File: src/rtl/exe_pkg.sv
// Shared definitions for the execute-stage issue controller and its scoreboard.
package exe_pkg;

  // Issue controller states: IDLE = hold empty, HOLD = hold full, DRAIN = waiting for in-flight ops to retire
  typedef enum logic [1:0] {
    ST_IDLE  = 2'd0,
    ST_HOLD  = 2'd1,
    ST_DRAIN = 2'd2
  } issue_state_e;

  // Width of the in-flight counter, wide enough to hold the value max_inflight itself
  function automatic int inflight_w(input int max_inflight);
    return $clog2(max_inflight + 1);
  endfunction

endpackage

File: src/rtl/exe_scoreboard.sv
// Register busy scoreboard: a set marks a destination pending, a clear retires it.
// A set and a clear of the same entry in one cycle leave it set; entry 0 is never busy.
module exe_scoreboard #(
  parameter int REG_COUNT  = 32,
  parameter int ADDR_WIDTH = 5
) (
  input  logic                  clk,
  input  logic                  rst,
  input  logic                  set_en,
  input  logic [ADDR_WIDTH-1:0] set_idx,
  input  logic                  clr_en,
  input  logic [ADDR_WIDTH-1:0] clr_idx,
  output logic [REG_COUNT-1:0]  busy
);

  logic [REG_COUNT-1:0] busy_r;
  logic [REG_COUNT-1:0] busy_nxt_s;

  // Next scoreboard value: set wins over clear, entry 0 pinned low
  always_comb begin
    busy_nxt_s = '0;
    for (int i = 1; i < REG_COUNT; i++) begin
      busy_nxt_s[i] = (set_en && (set_idx == ADDR_WIDTH'(i))) ||
                      (busy_r[i] && !(clr_en && (clr_idx == ADDR_WIDTH'(i))));
    end
  end

  // Scoreboard register
  always_ff @(posedge clk) begin
    if (rst) begin
      busy_r <= '0;
    end else begin
      busy_r <= busy_nxt_s;
    end
  end

  assign busy = busy_r;

endmodule

File: src/rtl/exe_issue_ctrl.sv
// Single-entry issue controller: holds one instruction, blocks it on RAW/WAW
// hazards or a full in-flight window, and supports a drain handshake.
module exe_issue_ctrl #(
  parameter int REG_WIDTH    = 64,
  parameter int REG_COUNT    = 32,
  parameter int ADDR_WIDTH   = 5,
  parameter int MAX_INFLIGHT = 4
) (
  input  logic                  clk,
  input  logic                  rst,
  input  logic                  in_valid,
  output logic                  in_ready,
  input  logic [ADDR_WIDTH-1:0] in_rs1,
  input  logic [ADDR_WIDTH-1:0] in_rs2,
  input  logic [ADDR_WIDTH-1:0] in_rd,
  input  logic                  in_immflag,
  input  logic [REG_WIDTH-1:0]  in_imm,
  output logic                  iss_valid,
  input  logic                  iss_ready,
  output logic [ADDR_WIDTH-1:0] iss_rs1,
  output logic [ADDR_WIDTH-1:0] iss_rs2,
  output logic [ADDR_WIDTH-1:0] iss_rd,
  output logic                  iss_immflag,
  output logic [REG_WIDTH-1:0]  iss_imm,
  input  logic                  wb_valid,
  input  logic [ADDR_WIDTH-1:0] wb_rd,
  input  logic                  drain_req,
  output logic                  drain_done,
  output logic [REG_COUNT-1:0]  busy_mask,
  output logic [15:0]           stall_cnt,
  output logic                  wb_err
);

  import exe_pkg::*;

  localparam int CNT_W = inflight_w(MAX_INFLIGHT);

  issue_state_e          state_r;
  issue_state_e          state_nxt_s;
  logic [ADDR_WIDTH-1:0] hold_rs1_r;
  logic [ADDR_WIDTH-1:0] hold_rs2_r;
  logic [ADDR_WIDTH-1:0] hold_rd_r;
  logic                  hold_immflag_r;
  logic [REG_WIDTH-1:0]  hold_imm_r;
  logic [CNT_W-1:0]      inflight_r;
  logic [15:0]           stall_cnt_r;
  logic                  wb_err_r;
  logic                  drain_done_r;
  logic                  drain_armed_r;

  logic                  hold_vld_s;
  logic                  inflight_full_s;
  logic                  hazard_s;
  logic                  iss_valid_s;
  logic                  issue_s;
  logic                  in_ready_s;
  logic                  load_s;
  logic                  wb_ok_s;
  logic                  drain_go_s;
  logic                  drain_exit_s;
  logic                  sb_set_s;
  logic [REG_COUNT-1:0]  busy_s;

  // Hazard detection, handshake qualification and drain conditions
  always_comb begin
    hold_vld_s      = (state_r == ST_HOLD);
    inflight_full_s = (inflight_r == CNT_W'(MAX_INFLIGHT));
    hazard_s        = busy_s[hold_rs1_r] | busy_s[hold_rs2_r] | busy_s[hold_rd_r] | inflight_full_s;
    iss_valid_s     = hold_vld_s & ~hazard_s & ~rst;
    issue_s         = iss_valid_s & iss_ready;
    in_ready_s      = ~rst & (state_r != ST_DRAIN) & ~drain_req & (~hold_vld_s | issue_s);
    load_s          = in_valid & in_ready_s;
    // A writeback with nothing in flight is an error and must not touch the counters
    wb_ok_s         = wb_valid & (inflight_r != '0);
    // Drain starts once the hold is (or is about to become) empty; re-arms only after drain_req drops
    drain_go_s      = drain_req & drain_armed_r & (~hold_vld_s | issue_s);
    drain_exit_s    = (state_r == ST_DRAIN) & (inflight_r == '0);
    sb_set_s        = issue_s & (hold_rd_r != '0);
  end

  // Next-state logic for the hold/drain FSM
  always_comb begin
    state_nxt_s = state_r;
    case (state_r)
      ST_IDLE: begin
        if (drain_go_s) begin
          state_nxt_s = ST_DRAIN;
        end else if (load_s) begin
          state_nxt_s = ST_HOLD;
        end else begin
          state_nxt_s = ST_IDLE;
        end
      end
      ST_HOLD: begin
        if (issue_s && drain_go_s) begin
          state_nxt_s = ST_DRAIN;
        end else if (issue_s && !load_s) begin
          state_nxt_s = ST_IDLE;
        end else begin
          state_nxt_s = ST_HOLD;
        end
      end
      ST_DRAIN: begin
        if (drain_exit_s) begin
          state_nxt_s = ST_IDLE;
        end else begin
          state_nxt_s = ST_DRAIN;
        end
      end
      default: begin
        state_nxt_s = ST_IDLE;
      end
    endcase
  end

  // FSM state register
  always_ff @(posedge clk) begin
    if (rst) begin
      state_r <= ST_IDLE;
    end else begin
      state_r <= state_nxt_s;
    end
  end

  // Holding register payload, captured on every accepted instruction
  always_ff @(posedge clk) begin
    if (rst) begin
      hold_rs1_r     <= '0;
      hold_rs2_r     <= '0;
      hold_rd_r      <= '0;
      hold_immflag_r <= 1'b0;
      hold_imm_r     <= '0;
    end else if (load_s) begin
      hold_rs1_r     <= in_rs1;
      hold_rs2_r     <= in_rs2;
      hold_rd_r      <= in_rd;
      hold_immflag_r <= in_immflag;
      hold_imm_r     <= in_imm;
    end
  end

  // In-flight counter: issue and accepted writeback in the same cycle cancel out
  always_ff @(posedge clk) begin
    if (rst) begin
      inflight_r <= '0;
    end else begin
      case ({issue_s, wb_ok_s})
        2'b10:   inflight_r <= inflight_r + CNT_W'(1);
        2'b01:   inflight_r <= inflight_r - CNT_W'(1);
        default: inflight_r <= inflight_r;
      endcase
    end
  end

  // Saturating count of cycles where a held instruction fails to issue
  always_ff @(posedge clk) begin
    if (rst) begin
      stall_cnt_r <= 16'h0000;
    end else if (hold_vld_s && !issue_s && (stall_cnt_r != 16'hFFFF)) begin
      stall_cnt_r <= stall_cnt_r + 16'h0001;
    end
  end

  // Sticky error for writebacks arriving with nothing in flight
  always_ff @(posedge clk) begin
    if (rst) begin
      wb_err_r <= 1'b0;
    end else if (wb_valid && !wb_ok_s) begin
      wb_err_r <= 1'b1;
    end
  end

  // One-cycle drain completion pulse and re-arm tracking for the level drain request
  always_ff @(posedge clk) begin
    if (rst) begin
      drain_done_r  <= 1'b0;
      drain_armed_r <= 1'b1;
    end else begin
      drain_done_r <= drain_exit_s;
      if (drain_exit_s) begin
        drain_armed_r <= 1'b0;
      end else if (!drain_req) begin
        drain_armed_r <= 1'b1;
      end
    end
  end

  exe_scoreboard #(
    .REG_COUNT  (REG_COUNT),
    .ADDR_WIDTH (ADDR_WIDTH)
  ) u_scoreboard (
    .clk     (clk),
    .rst     (rst),
    .set_en  (sb_set_s),
    .set_idx (hold_rd_r),
    .clr_en  (wb_ok_s),
    .clr_idx (wb_rd),
    .busy    (busy_s)
  );

  assign in_ready    = in_ready_s;
  assign iss_valid   = iss_valid_s;
  assign iss_rs1     = hold_rs1_r;
  assign iss_rs2     = hold_rs2_r;
  assign iss_rd      = hold_rd_r;
  assign iss_immflag = hold_immflag_r;
  assign iss_imm     = hold_imm_r;
  assign busy_mask   = busy_s;
  assign stall_cnt   = stall_cnt_r;
  assign wb_err      = wb_err_r;
  assign drain_done  = drain_done_r;

endmodule

File: config.mk
export PLATFORM = sky130hd
export DESIGN_NAME = exe_issue_ctrl
export DESIGN_NICKNAME = d
export VERILOG_FILES = /design/src/rtl/exe_pkg.sv /design/src/rtl/exe_scoreboard.sv /design/src/rtl/exe_issue_ctrl.sv
export SDC_FILE = /design/constraint.sdc
export NUM_CORES = 1
export LEC_CHECK = 0
export CORE_ASPECT_RATIO = 1.75
export CORE_MARGIN = 1.5
export CORE_UTILIZATION = 50
export CTS_BUF_LIST = sky130_fd_sc_hd__clkbuf_16
export CTS_CLUSTER_SIZE = 25
export DETAILED_ROUTE_END_ITERATION = 16
export PLACE_DENSITY = 0.91
export RECOVER_POWER = 25
export SLEW_MARGIN = 20
export SYNTH_ARGS = -nofsm -noshare
export SYNTH_HDL_FRONTEND = slang
export SYNTH_HIERARCHICAL = 1
export SYNTH_SLANG_ARGS = --single-unit
export TNS_END_PERCENT = 50
File: constraint.sdc
create_clock -name clk -period 6.4 [get_ports clk]
set_input_delay 1.92 -clock clk [delete_from_list [all_inputs] [get_ports clk]]
set_output_delay 1.92 -clock clk [all_outputs]
set_load 0.01 [all_outputs]
==> impl_metrics.csv, run 1 <==
group,metric,value,unit
clock_tree,clk_latency,410,ps
logic_synthesis,yosysWarnings,6,
global_route,grt_use_total,31.4,%
worst_setup_path,reg2reg_depth,10,
run_status,violations,"capacitance limit, slew limit",
logic_synthesis,synth_area,0.00669,mm2
worst_setup_path,end_kind,"output pin",
timing,tightest_slew,2960,ps
logic_synthesis,yosys.area.top_type_share,40.4,%
min_path,whs_endpoint,"wb_err",
global_route,grt_overflow,0,
logic_synthesis,yosysUniqueCellTypes,56,
min_path,hold_start,"wb_err",
global_route,antenna_found_initial,0,
routing,drt-wirelength-per-cell,19.1,um
routing,routed_wl,22.1,mm
clock_tree,cts_tree,"yes",
timing,slew_headroom,-97.1,%
clock_tree,cts_sinks,135,
floorplan,start_util,51.4,%
worst_setup_path,cp.arrival,3900,ps
clock_tree,h-tree-depth,4,
logic_synthesis,synth.area.top_cells,"dfxtp_1 (40%), o211ai_1 (9.1%), nand3_1 (7.6%), nand2_1 (6.2%), mux2i_1 (5.4%)",
worst_setup_path,rr_endpoint,"u_scoreboard/busy[14]",
logic_synthesis,synth_common_cells,"dfxtp_1 (135), nand2_1 (110), nand3_1 (102), o211ai_1 (81), nor2b_1 (47)",
timing,finalCritPeriodShare,91.0,%
power,power_density,230,mW/mm2
clock_tree,cts.clk_slew.worst_paths,60,ps
timing,setup_slack,578,ps
placement,port_buffers,221,
floorplan,num_rows,55,
power,peakVddDrop,195,uV
layout,nFillCells,961,
logic_synthesis,synth.most_common_cell,"dfxtp_1",
logic_synthesis,yosys_register_bits,135,
layout,syn_to_final_growth,41.3,%
worst_setup_path,crit_type,"input pin to output pin",
routing,first_pass_iters,6,
timing,rsz0062_at_grt,"no",
timing,drv_slew,69,
power,leakagePower,3.72,nW
worst_setup_path,critPathMaxStageDelay,630,ps
timing,fin_tns_setup,0,ps
timing,min_period,5820,ps
global_route,grt_max_degree,96,
routing,avgViaCountPerCell,6.06,
clock_tree,cts_max_path_buffers,2,
timing,hold_viol_final,0,
run,max_cap_viol_count,1,
floorplan,core_area,0.0130,mm2
routing,ant_nets,0,
clock_tree,cts_inserted_buffers,17,
global_route,grt_pass1_vias,6837,
timing,skew,9.37,ps
worst_setup_path,worstPathRequired,4480,ps
placement,gp_congestion,0.965,
layout,layout.nets,1063,
layout,diodes,0,
logic_synthesis,synth.net_count,879,
worst_setup_path,start_kind,"input pin",
timing,fmax,172,MHz
run_status,status,"finished, violations left",
logic_synthesis,synth_top_cell_by_area,"dfxtp_1",
worst_setup_path,worst-path-max-fanout,3,
floorplan,dieArea,0.0141,mm2
global_route,grt_pass1_wl,35.1,mm
layout,layout-drive-gt1-share,5.91,%
logic_synthesis,syn_avg_cell_area,8.52,um2
min_path,worstHoldPathType,"flip-flop to flip-flop",
routing,vias,6985,
clock_tree,cts_post_setup_buffers_inserted,0,
clock_tree,root_buffer,"clkbuf_16",
floorplan,io_pins,223,
placement,dp_worst_setup_slack,647,ps
min_path,hold_depth,2,
logic_synthesis,ys.flop_type,"dfxtp_1",
logic_synthesis,seq_area_frac_synth,40.4,%
worst_setup_path,reg2reg_from,"iss_rs2[0]",
timing,setup_viol,0,
logic_synthesis,synthCells,785,
clock_tree,post_cts_resize_count,0,
routing,drc_errors,0,
floorplan,floorplan.die.height,156,um
worst_setup_path,path_cells,"buf_2, a311oi_1, and3_4, and3_4, a21oi_4, nor4_1, clkdlybuf4s50_1",
worst_setup_path,critPathMostFrequentCell,"and3_4",
worst_setup_path,critPathSlowestCell,"clkdlybuf4s50_1",
worst_setup_path,rrSetupSlack,2560,ps
logic_synthesis,synthArstFlopShare,0,%
routing,drt_first_iter_violations,441,
logic_synthesis,synth-edff-count,0,
clock_tree,hold_buffers,0,
placement,dpl.hpwl,14.8,mm
floorplan,die_width,90.5,um
[power breakdown]
part | switching [mW] | total [mW] | internal [mW] | leakage, nW
clock | 0.392 | 1.01 | 0.621 | 0.294
sequential | 0.0295 | 0.900 | 0.870 | 1.10
combinational | 0.134 | 0.265 | 0.130 | 2.33
[worst max-delay path by stage]
stage / startpoint / end / slack [ps] / depth (start not counted)
CTS: rst / in_ready / 570 / 7
global route: rst / iss_imm[58] / 350 / 6
global placement: rst / in_ready / 620 / 7
floorplan: rst / in_ready / 1060 / 7
finish: rst / in_ready / 580 / 7
detailed placement: rst / in_ready / 650 / 7
[worst max-delay path: cells and delay by family]
kind | cells | cell delay [ps]
AO/OA/AOI/OAI | 2 | 340
AND/OR/NAND/NOR | 3 | 860
buffers and inverters | 2 | 780
[per-stage QoR]
stage	util (%)	instances	hold WS, ps	total power [mW]	instance area, um2
4_1_cts	72.7	1153	480	2.19	9460
6_report	72.7	1153	474	2.18	9460
3_5_place_dp	68.0	1121	466	1.19	8840
3_3_place_gp	68.0	1121	458	1.18	8840
5_1_grt	72.7	1153	505	2.26	9460
2_1_floorplan	-	785	456	1.05	6690
[cell type report]
type	count	area, um2	share of cell area, %
clock buffers	17	425	4.50
inverters	8	30.0	0.318
well taps	171	214	2.26
multi-input cells	580	3640	38.5
flip-flops and latches	135	2700	28.6
repair buffers	227	2250	23.8
clock inverters	15	190	2.01
[cell families after synthesis]
kind of cell	share of synthesized area (%)
other	0.0560
flip-flops	40.4
buffers and inverters	5.40
multiplexers	9.70
XOR/XNOR	0.262
AND/OR/NAND/NOR	25.5
AO/OA/AOI/OAI	18.0
adder cells (fa/ha/maj)	0.673
[per-layer routing]
layer | up-vias | track usage (%) | routed length [um] | share of wire (%)
met2 | 395 | 55.1 | 11300 | 51
li1 | 3229 | - | - | -
met1 | 3263 | 32.8 | 7570 | 34
met4 | 0 | 21.0 | 1420 | 6.5
met3 | 98 | 8.04 | 1800 | 8.2
met5 | - | 0 | 0 | 0
[state kept, by name, indices dropped and copies added (netlist names)]
name               cells
drain_armed_r          1
drain_done             1
inflight_r             3
iss_imm               64
iss_immflag            1
iss_rd                 5
iss_rs1                5
iss_rs2                5
stall_cnt             16
state_r                2
u_scoreboard/busy     31
wb_err                 1
[cells in the final DEF, fill, tap and decap left out, types with 3 or more instances in the layout]
cell type          n
mux2_2             7
nand4bb_1          3
nor2_1            24
nand2_1          109
mux4_1             5
o211ai_1          81
a311oi_1           3
or4_1              4
dlygate4sd3_1     62
nand3_1          102
o31ai_1            4
nand4b_1           5
mux2i_1           36
o21ai_1           42
buf_4              5
nor3_1             5
bufinv_16          3
or3_1              5
inv_6              4
nor2b_1           47
a22oi_1            7
nand2b_1           3
nand4_1            5
clkbuf_16         17
clkinv_4           4
o21ai_0           24
a21oi_1           18
and3_1             6
dfxtp_1          135
clkdlybuf4s50_1  158
inv_1              7
mux4_2             3
and2_1             4
No activity file was read; power rests on OpenSTA's default activity.
==> inputs of run 2 (changes only) <==
TNS_END_PERCENT = unset   (was 50)
==> results of run 2 <==
The final DEF is identical to that of run 1; final timing and power are the same.
